<file path="src/rtl/seg_ser2para.sv">
// -----------------------------------------------------------------------------
// seg_ser2para
//   Receiving end of the serial 7-segment display link. The link inputs are
//   oversampled with clk, the serial frame is rebuilt in a shift register and
//   committed on the rising edge of seg_en. The three low bytes of a committed
//   frame are decoded from active-low segment patterns back into a BCD score.
//
// Ports
//   clk          in   1          system clock, rising edge
//   rst          in   1          asynchronous reset, active low
//   seg_clk      in   1          link shift clock (seg_dt sampled on its rise)
//   seg_clr      in   1          link clear, active low, aborts a frame
//   seg_dt       in   1          link serial data, MSB first
//   seg_en       in   1          link latch strobe, rise commits the frame
//   frame        out  FRAME_BITS last committed frame, MSB = first bit received
//   frame_valid  out  1          one-cycle pulse when frame/score update
//   score        out  12         BCD {hundreds,tens,ones} from frame[23:0]
//   digit_err    out  1          a digit byte of the last commit had no decode
//   frame_err    out  1          one-cycle pulse: wrong bit count at seg_en
// -----------------------------------------------------------------------------
module seg_ser2para #(
   parameter int FRAME_BITS  = 64,
   parameter int SYNC_STAGES = 2
) (
   input  logic                  clk,
   input  logic                  rst,
   input  logic                  seg_clk,
   input  logic                  seg_clr,
   input  logic                  seg_dt,
   input  logic                  seg_en,
   output logic [FRAME_BITS-1:0] frame,
   output logic                  frame_valid,
   output logic [11:0]           score,
   output logic                  digit_err,
   output logic                  frame_err
);

   typedef enum logic [1:0] {
      IDLE,
      SHIFT,
      COMMIT,
      ERR
   } state_t;

   localparam logic [6:0] FB_CNT  = 7'(FRAME_BITS);
   localparam logic [6:0] CNT_MAX = 7'h7f;

   // Index SYNC_STAGES-1 is the synchronized value, index SYNC_STAGES the
   // history flop used for edge detection.
   logic [SYNC_STAGES:0]  clk_p;
   logic [SYNC_STAGES:0]  clr_p;
   logic [SYNC_STAGES:0]  dt_p;
   logic [SYNC_STAGES:0]  en_p;

   state_t                state;
   logic [6:0]            cnt;
   logic [FRAME_BITS-1:0] sr;

   logic                  clk_rise;
   logic                  en_rise;
   logic                  clr_act;
   logic                  dt_s;
   logic [6:0]            cnt_nxt;
   logic [4:0]            dec_h;
   logic [4:0]            dec_t;
   logic [4:0]            dec_o;

   // Active-low segment byte to {no_match, bcd_nibble}.
   function automatic logic [4:0] seg_decode(input logic [7:0] b);
      logic [4:0] r;
      case (b)
         8'hC0:   r = 5'h00;
         8'hF9:   r = 5'h01;
         8'hA4:   r = 5'h02;
         8'hB0:   r = 5'h03;
         8'h99:   r = 5'h04;
         8'h92:   r = 5'h05;
         8'h82:   r = 5'h06;
         8'hF8:   r = 5'h07;
         8'h80:   r = 5'h08;
         8'h90:   r = 5'h09;
         default: r = 5'h1F;
      endcase
      return r;
   endfunction

   always_comb begin
      clk_rise = clk_p[SYNC_STAGES-1] & ~clk_p[SYNC_STAGES];
      en_rise  = en_p[SYNC_STAGES-1]  & ~en_p[SYNC_STAGES];
      clr_act  = ~clr_p[SYNC_STAGES-1];
      dt_s     = dt_p[SYNC_STAGES-1];

      // Count after this cycle's shift; a coincident seg_en rise is judged
      // against this updated value. Saturates instead of wrapping.
      cnt_nxt = cnt;
      if (clk_rise && (cnt != CNT_MAX))
         cnt_nxt = cnt + 7'd1;

      dec_h = seg_decode(sr[23:16]);
      dec_t = seg_decode(sr[15:8]);
      dec_o = seg_decode(sr[7:0]);
   end

   always_ff @(posedge clk or negedge rst) begin
      if (!rst) begin
         clk_p       <= '0;
         clr_p       <= '0;
         dt_p        <= '0;
         en_p        <= '0;
         state       <= IDLE;
         cnt         <= '0;
         sr          <= '0;
         frame       <= '0;
         score       <= '0;
         digit_err   <= 1'b0;
         frame_valid <= 1'b0;
         frame_err   <= 1'b0;
      end else begin
         clk_p <= {clk_p[SYNC_STAGES-1:0], seg_clk};
         clr_p <= {clr_p[SYNC_STAGES-1:0], seg_clr};
         dt_p  <= {dt_p[SYNC_STAGES-1:0],  seg_dt};
         en_p  <= {en_p[SYNC_STAGES-1:0],  seg_en};

         frame_valid <= 1'b0;
         frame_err   <= 1'b0;

         if (clr_act) begin
            state <= IDLE;
            cnt   <= '0;
         end else begin
            case (state)
               // cnt is always 0 in IDLE, so IDLE and SHIFT share one rule set.
               IDLE, SHIFT: begin
                  if (clk_rise) begin
                     sr  <= {sr[FRAME_BITS-2:0], dt_s};
                     cnt <= cnt_nxt;
                  end
                  if (en_rise)
                     state <= (cnt_nxt == FB_CNT) ? COMMIT : ERR;
                  else if (clk_rise)
                     state <= SHIFT;
               end
               COMMIT: begin
                  frame       <= sr;
                  score       <= {dec_h[3:0], dec_t[3:0], dec_o[3:0]};
                  digit_err   <= dec_h[4] | dec_t[4] | dec_o[4];
                  frame_valid <= 1'b1;
                  cnt         <= '0;
                  state       <= IDLE;
               end
               ERR: begin
                  frame_err <= 1'b1;
                  cnt       <= '0;
                  state     <= IDLE;
               end
               default: begin
                  cnt   <= '0;
                  state <= IDLE;
               end
            endcase
         end
      end
   end

endmodule

</file>
<file path="config.mk">
export PLATFORM = sky130hd
export DESIGN_NAME = seg_ser2para
export DESIGN_NICKNAME = d
export VERILOG_FILES = /design/src/rtl/seg_ser2para.sv
export SDC_FILE = /design/constraint.sdc
export NUM_CORES = 1
export LEC_CHECK = 0
export ABC_AREA = 1
export BUFFER_PORTS_ARGS = -buffer_cell sky130_fd_sc_hd__buf_4
export CAP_MARGIN = 20
export CORE_ASPECT_RATIO = 1.1
export CORE_MARGIN = 8
export CORE_UTILIZATION = 60
export DETAILED_ROUTE_END_ITERATION = 10
export GPL_TIMING_DRIVEN = 0
export PLACE_DENSITY = 0.85
export SYNTH_ARGS = -nofsm -noshare
export SYNTH_HDL_FRONTEND = slang
export SYNTH_SLANG_ARGS = --single-unit
</file>
<file path="constraint.sdc">
create_clock -name clk -period 3.1 [get_ports clk]
set_input_delay 0.155 -clock clk [delete_from_list [all_inputs] [get_ports clk]]
set_output_delay 0.155 -clock clk [all_outputs]
set_load 0.01 [all_outputs]
</file>
# After elaboration in Yosys (flattened, before gate mapping)
# Index checks and enable logic that the tools add are counted.
[classes] addsub=1 eq_ne=37 mux=16 bitwise_logic=6 n_reduce_logical=6
[ops] cell="8-bit equality test (second input constant)" n=30
[ops] cell="5-bit case mux with 10 select lines" n=3
[ops] cell="7-bit 2-to-1 mux" n=3
[ops] cell="7-bit case mux with 2 select lines" n=1
[ops] cell="7-bit by 1-bit adder with 7-bit output (second input constant)" n=1
[ops] cell="7-bit equality test (second input constant)" n=1
[ops] cell="7-bit inequality test (second input constant)" n=1
[ops] cell="2-bit 2-to-1 mux" n=3
[ops] cell="1-bit 2-to-1 mux" n=5
[ops] cell="2-bit equality test (second input constant)" n=2
[ops] cell="4-bit inequality test (second input constant)" n=1
[ops] cell="2-bit case mux with 2 select lines" n=1
[ops] cell="2-bit OR reduction" n=2
[ops] cell="3-bit inequality test (second input constant)" n=1
[ops] cell="3-bit AND reduction" n=1
[ops] cell="1-bit AND" n=2
[ops] cell="2-bit by 1-bit equality test with 1-bit output (second input constant)" n=1
[ops] cell="2-bit logical NOT" n=1
[ops] cell="1-bit NOT" n=2
[ops] cell="1-bit bitwise OR" n=2
[ops] cell="2-bit AND reduction" n=1
[ops] cell="1-bit logical AND" n=1
[totals] ff_bits=162 elab_cells=78

# Depth between registers and ports, before layout
[depth] ltp_word=9 depth_mapped=12 depth_no_buf=12

# Worst setup path before layout
# Ideal clock, no wire load.
[synth_timing] kind="register to register" start="register cnt[0]" end="register state[0]" setup_time_ps=117 arrival_ps=1297 slack_ps=1686 path_stages_with_launch=13 period_less_slack_ps=1414 cell_sequence="dfrtp_1 ha_1 nand2_2 nor2_4 nand2_4 nand2_4 nand2_1 o21ai_2 nand2_1 nor2_1 nand2_1 nand2_1 nand2_1"
[synth_via] elab_chain_cells=8 elab_cells_between_ends=9 classes_between="add/sub: 1; eq/ne: 2; mux: 5; reduce/logical: 1"
[synth_lines] item="start, declared" line="56" source="logic [6:0] cnt;"
[synth_lines] item="start signal, assigned" line="136" source="cnt <= cnt_nxt;"
[synth_lines] item="branches (longest 2 deep; another with 7-bit by 1-bit adder with 7-bit output)"
[synth_lines] item="7-bit 2-to-1 mux *" line="96" source="if (clk_rise && (cnt != CNT_MAX))"
[synth_lines] item="7-bit equality test *" line="139" source="state <= (cnt_nxt == FB_CNT) ? COMMIT : ERR;"
[synth_lines] item="1-bit 2-to-1 mux *" line="139"
[synth_lines] item="2-bit 2-to-1 mux *" line="138" source="if (en_rise)"
[synth_lines] item="2-bit case mux with 2 select lines *" line="131" source="case (state)"
[synth_lines] item="2-bit 2-to-1 mux *" line="127" source="if (clr_act) begin"
[synth_lines] item="end signal, assigned" line="139"
[synth_lines] item="end, declared" line="55" source="state_t state;"
# Every way passes the cells marked *.
# A chain may end at the register's enable or synchronous reset.

# Worst setup path in the final report
[layout_timing] start="register clr_p[1]" end="register sr[25]"
[layout_via] elab_chain_cells=1
[layout_lines] item="start, declared" line="51" source="logic [SYNC_STAGES:0] clr_p;"
[layout_lines] item="start signal, assigned" line="120" source="clr_p <= {clr_p[SYNC_STAGES-1:0], seg_clr};"
[layout_lines] item="3-bit AND reduction (no line)"
[layout_lines] item="end signal, assigned" line="135" source="sr <= {sr[FRAME_BITS-2:0], dt_s};"
[layout_lines] item="end, declared" line="57" source="logic [FRAME_BITS-1:0] sr;"
# Every way passes these cells.

==> flow_summary_export.csv <==
group,metric,value,unit
run_status,status,"complete, no violations",
finish,diodes,0,
route,via_count,5365,
clock_tree,clk_latency,0.41,ns
run,maxCapViolations,0,
critical_path,regToRegSetupSlack,1.47,ns
place,dp_slack,1.51,ns
critical_path,reg2reg_depth,6,
power,p_seq_frac,0.479,
global_routing,grt_max_degree,110,
sta,max_freq,0.614,GHz
synth,synth_area_leaders,"dfrtp_1, nand2_1, o21ai_0, inv_1, o21ai_1",
place,port_buffers,84,
finish,drive_gt1_frac,0.197,
synth,synthesis.area,0.00671,mm2
power,net-switching-power,1.17,mW
global_routing,grt_pass1_wl,25900,um
route,first_iter_violations,301,
sta,period_needed,1.63,ns
critical_path,worstPathRequired,3.37,ns
critical_path,path_cells,"inv_1 > nor2_2 > nand2_1 > buf_6 > clkbuf_1 > o21ai_0",
synth,ys_seq_area_frac,0.604,
floorplan,dieArea,0.0148,mm2
sta,worstMarginPinSlew,0.548,ns
route,ant_nets,0,
synth,syn_area_per_cell,8.95,um2
global_routing,grt_pass1_vias,5417,
synth,synth_nets,757,
critical_path,crit_fanout,10,
floorplan,design.core.area,0.0109,mm2
sta,fin_crit_sh,0.525,
power,fin_total_pwr,4.78,mW
finish,regArea,0.00405,mm2
finish,syn2layout_area_growth,22.1,%
finish,fin_nets,866,
place,dpl.hpwl,10400,um
finish,multi_input_area,0.00213,mm2
clock_tree,clk_pin_slew,0.06,ns
synth,yosysTopAreaCellShare,0.604,
synth,yosys_warnings,0,
critical_path,slowest_delay,0.36,ns
clock_tree,cts_buffers,17,
global_routing,overflow,0,
global_routing,grtUsageTotal,0.220,
finish,fin_cells,1018,
power,peakVddDrop,345,uV
sta,fin_tns_setup,0,ns
critical_path,startpoint_type,"register",
critical_path,endpoint_kind,"register",
floorplan,die_y,127,um
critical_path,critical_path_arrival,1.90,ns
global_routing,antenna_found_initial,0,
sta,relSlewSlack,0.635,
finish,final_util,0.751,
power,p_leak,3.91,nW
clock_tree,htree_num_levels,4,
power,pwr-share-comb,0.091,
worst_hold_path,holdCritPathClass,"primary input to asynchronous set/reset pin",
critical_path,timing.rr.start,"clr_p[1]",
clock_tree,root_buffer,"clkbuf_16",
place,routabilityCongestion,0.915,
power,pwr-share-clk,0.429,
power,p_int,3.61,mW
sta,finClkSkew,0.00782,ns
floorplan,row_count,40,
sta,grt_setup_unrepaired,"false",
route,routed_via_density,5.27,
clock_tree,cts_max_path_buffers,2,
floorplan,io_pins,85,
critical_path,regToRegEndpoint,"sr[25]",
critical_path,setup.worst_path.end,"sr[25]",
place,post-place-cells,982,
sta,final.setup.worst_slack,1.47,ns
synth,synth_seq_cells,162,
power,power.density,583,mW/mm2
route,wl,15400,um
power,p_sw_frac,0.245,
synth,synth_cell_type_count,27,
critical_path,path_class,"register to register",
synth,synth_cells,750,
floorplan,start_util,0.615,
finish,nFillCells,773,
sta,hold_viol,0,
route,drc,0,
route,wl_per_cell,15.1,um
synth,synth_top_area_cell,"dfrtp_1",
sta,drv_slew,0,
sta,setup_viol_count_final,0,
clock_tree,cts_tree,"built",
critical_path,startpoint,"clr_p[1]",
route,firstDrtPassIters,5,
clock_tree,cts_num_sinks,162,
critical_path,cpMaxStageDelayCell,"dfrtp_1",
clock_tree,cts_resized,0,
floorplan,chipWidth,117,um
==> layout make-up <==
cell class              count  share of cell area
plain buffers              31              0.0235
inverters                  90              0.0412
flip-flops and latches    162               0.495
repair buffers             90              0.0869
clock buffers              20              0.0557
clock inverters            11              0.0159
well taps                 147              0.0224
multi-input cells         467               0.259
==> kinds of logic after synthesis <==
| group | Yosys count | synth area share |
|---|---|---|
| adder cells (fa/ha/maj) | 1 | 0.00186 |
| XOR/XNOR | 1 | 0.00131 |
| flip-flops | 162 | 0.604 |
| buffers and inverters | 121 | 0.0791 |
| AO/OA/AOI/OAI | 144 | 0.112 |
| AND/OR/NAND/NOR | 321 | 0.202 |
==> cells in the mapped netlist (all sizes together) <==
master / instances
nor3: 12
nand4: 8
clkbuf: 12
nand2: 216
nand3: 22
inv: 90
nor2: 63
o21ai: 130
buf: 19
a21boi: 1
a21oi: 12
xnor2: 1
ha: 1
a31oi: 1
dfrtp: 162
==> how the worst min path moves through the flow <==
stage,start,end,slack [ns],cells after the start
global placement,seg_clk,clk_p[0],0.26,1
CTS,rst,frame[44],0.26,2
floorplan,rst,clk_p[0],-0.14,0
detailed placement,rst,frame[44],0.14,1
global route,rst,frame[44],0.29,2
finish,rst,frame[44],0.27,2
==> per-stage QoR <==
stage | instance area [um2] | hold WS, ns
after floorplan | 6710 | -0.141
after global placement | 7520 | 0.265
after detailed placement | 7560 | 0.137
after CTS | 8190 | 0.264
after global routing | 8190 | 0.294
final | 8190 | 0.272
==> layer usage <==
| layer | GRT usage | wire, um | vias up |
|---|---|---|---|
| li1 | - | - | 2584 |
| met5 | 0 | 0 | - |
| met1 | 0.277 | 6460 | 2617 |
| met3 | 0.0399 | 677 | 21 |
| met2 | 0.369 | 8000 | 143 |
| met4 | 0.0837 | 254 | 0 |
==> repair_timing <==
| action | in CTS | in global routing |
|---|---|---|
| setup buffers | 0 | 0 |
| hold buffers | 5 | 0 |
| endpoints found under the hold margin | 57 | 0 |
==> state kept, by name, indices dropped and copies added, names as in the netlist, 2 cells and up <==
name and cells:
cnt 7, dt_p 2, clr_p 2, en_p 3, state 2, sr 64
score 12, frame 64, clk_p 3
==> critical path, delay by kind of cell (launching register included) <==
| family | cells | cell delay (ns) |
|---|---|---|
| buf+inv | 3 | 0.76 |
| flops | 1 | 0.36 |
| simple gates | 2 | 0.20 |
| compound gates | 1 | 0.17 |
==> cell usage in the layout (no fill, tap or decap), types with 2 or more instances in the layout <==
master         synthesis  layout
clkbuf_16              0      17
nor2_4                 2       2
dlygate4sd3_1          0       5
nand3_1               21      21
a21oi_1               12      12
inv_2                 10      10
clkinv_4               0       3
buf_2                 10      10
o21ai_2                7       7
dfrtp_1              162     162
nand4_1                8       8
inv_1                 80      80
nor2_1                52      52
clkbuf_8               0       2
nand2_1              209     209
clkbuf_1              12      13
nor2_2                 9       9
buf_4                  1      84
o21ai_1               59      59
o21ai_0               64      64
clkinvlp_4             0       4
nor3_1                10      10
bufinv_16              0       2
nand2_4                2       2
buf_6                  8       9
nand2_2                5       5
==> power groups by stage <==
stage,Combinational [mW],Clock [mW],Sequential (mW)
finish,0.437,2.05,2.29
global route,0.491,2.15,2.30
CTS,0.446,2.08,2.29
detailed placement,0.434,0,2.32
global placement,0.416,0,2.32
floorplan,0.207,0,2.34
(Power assumes the default switching activity.)
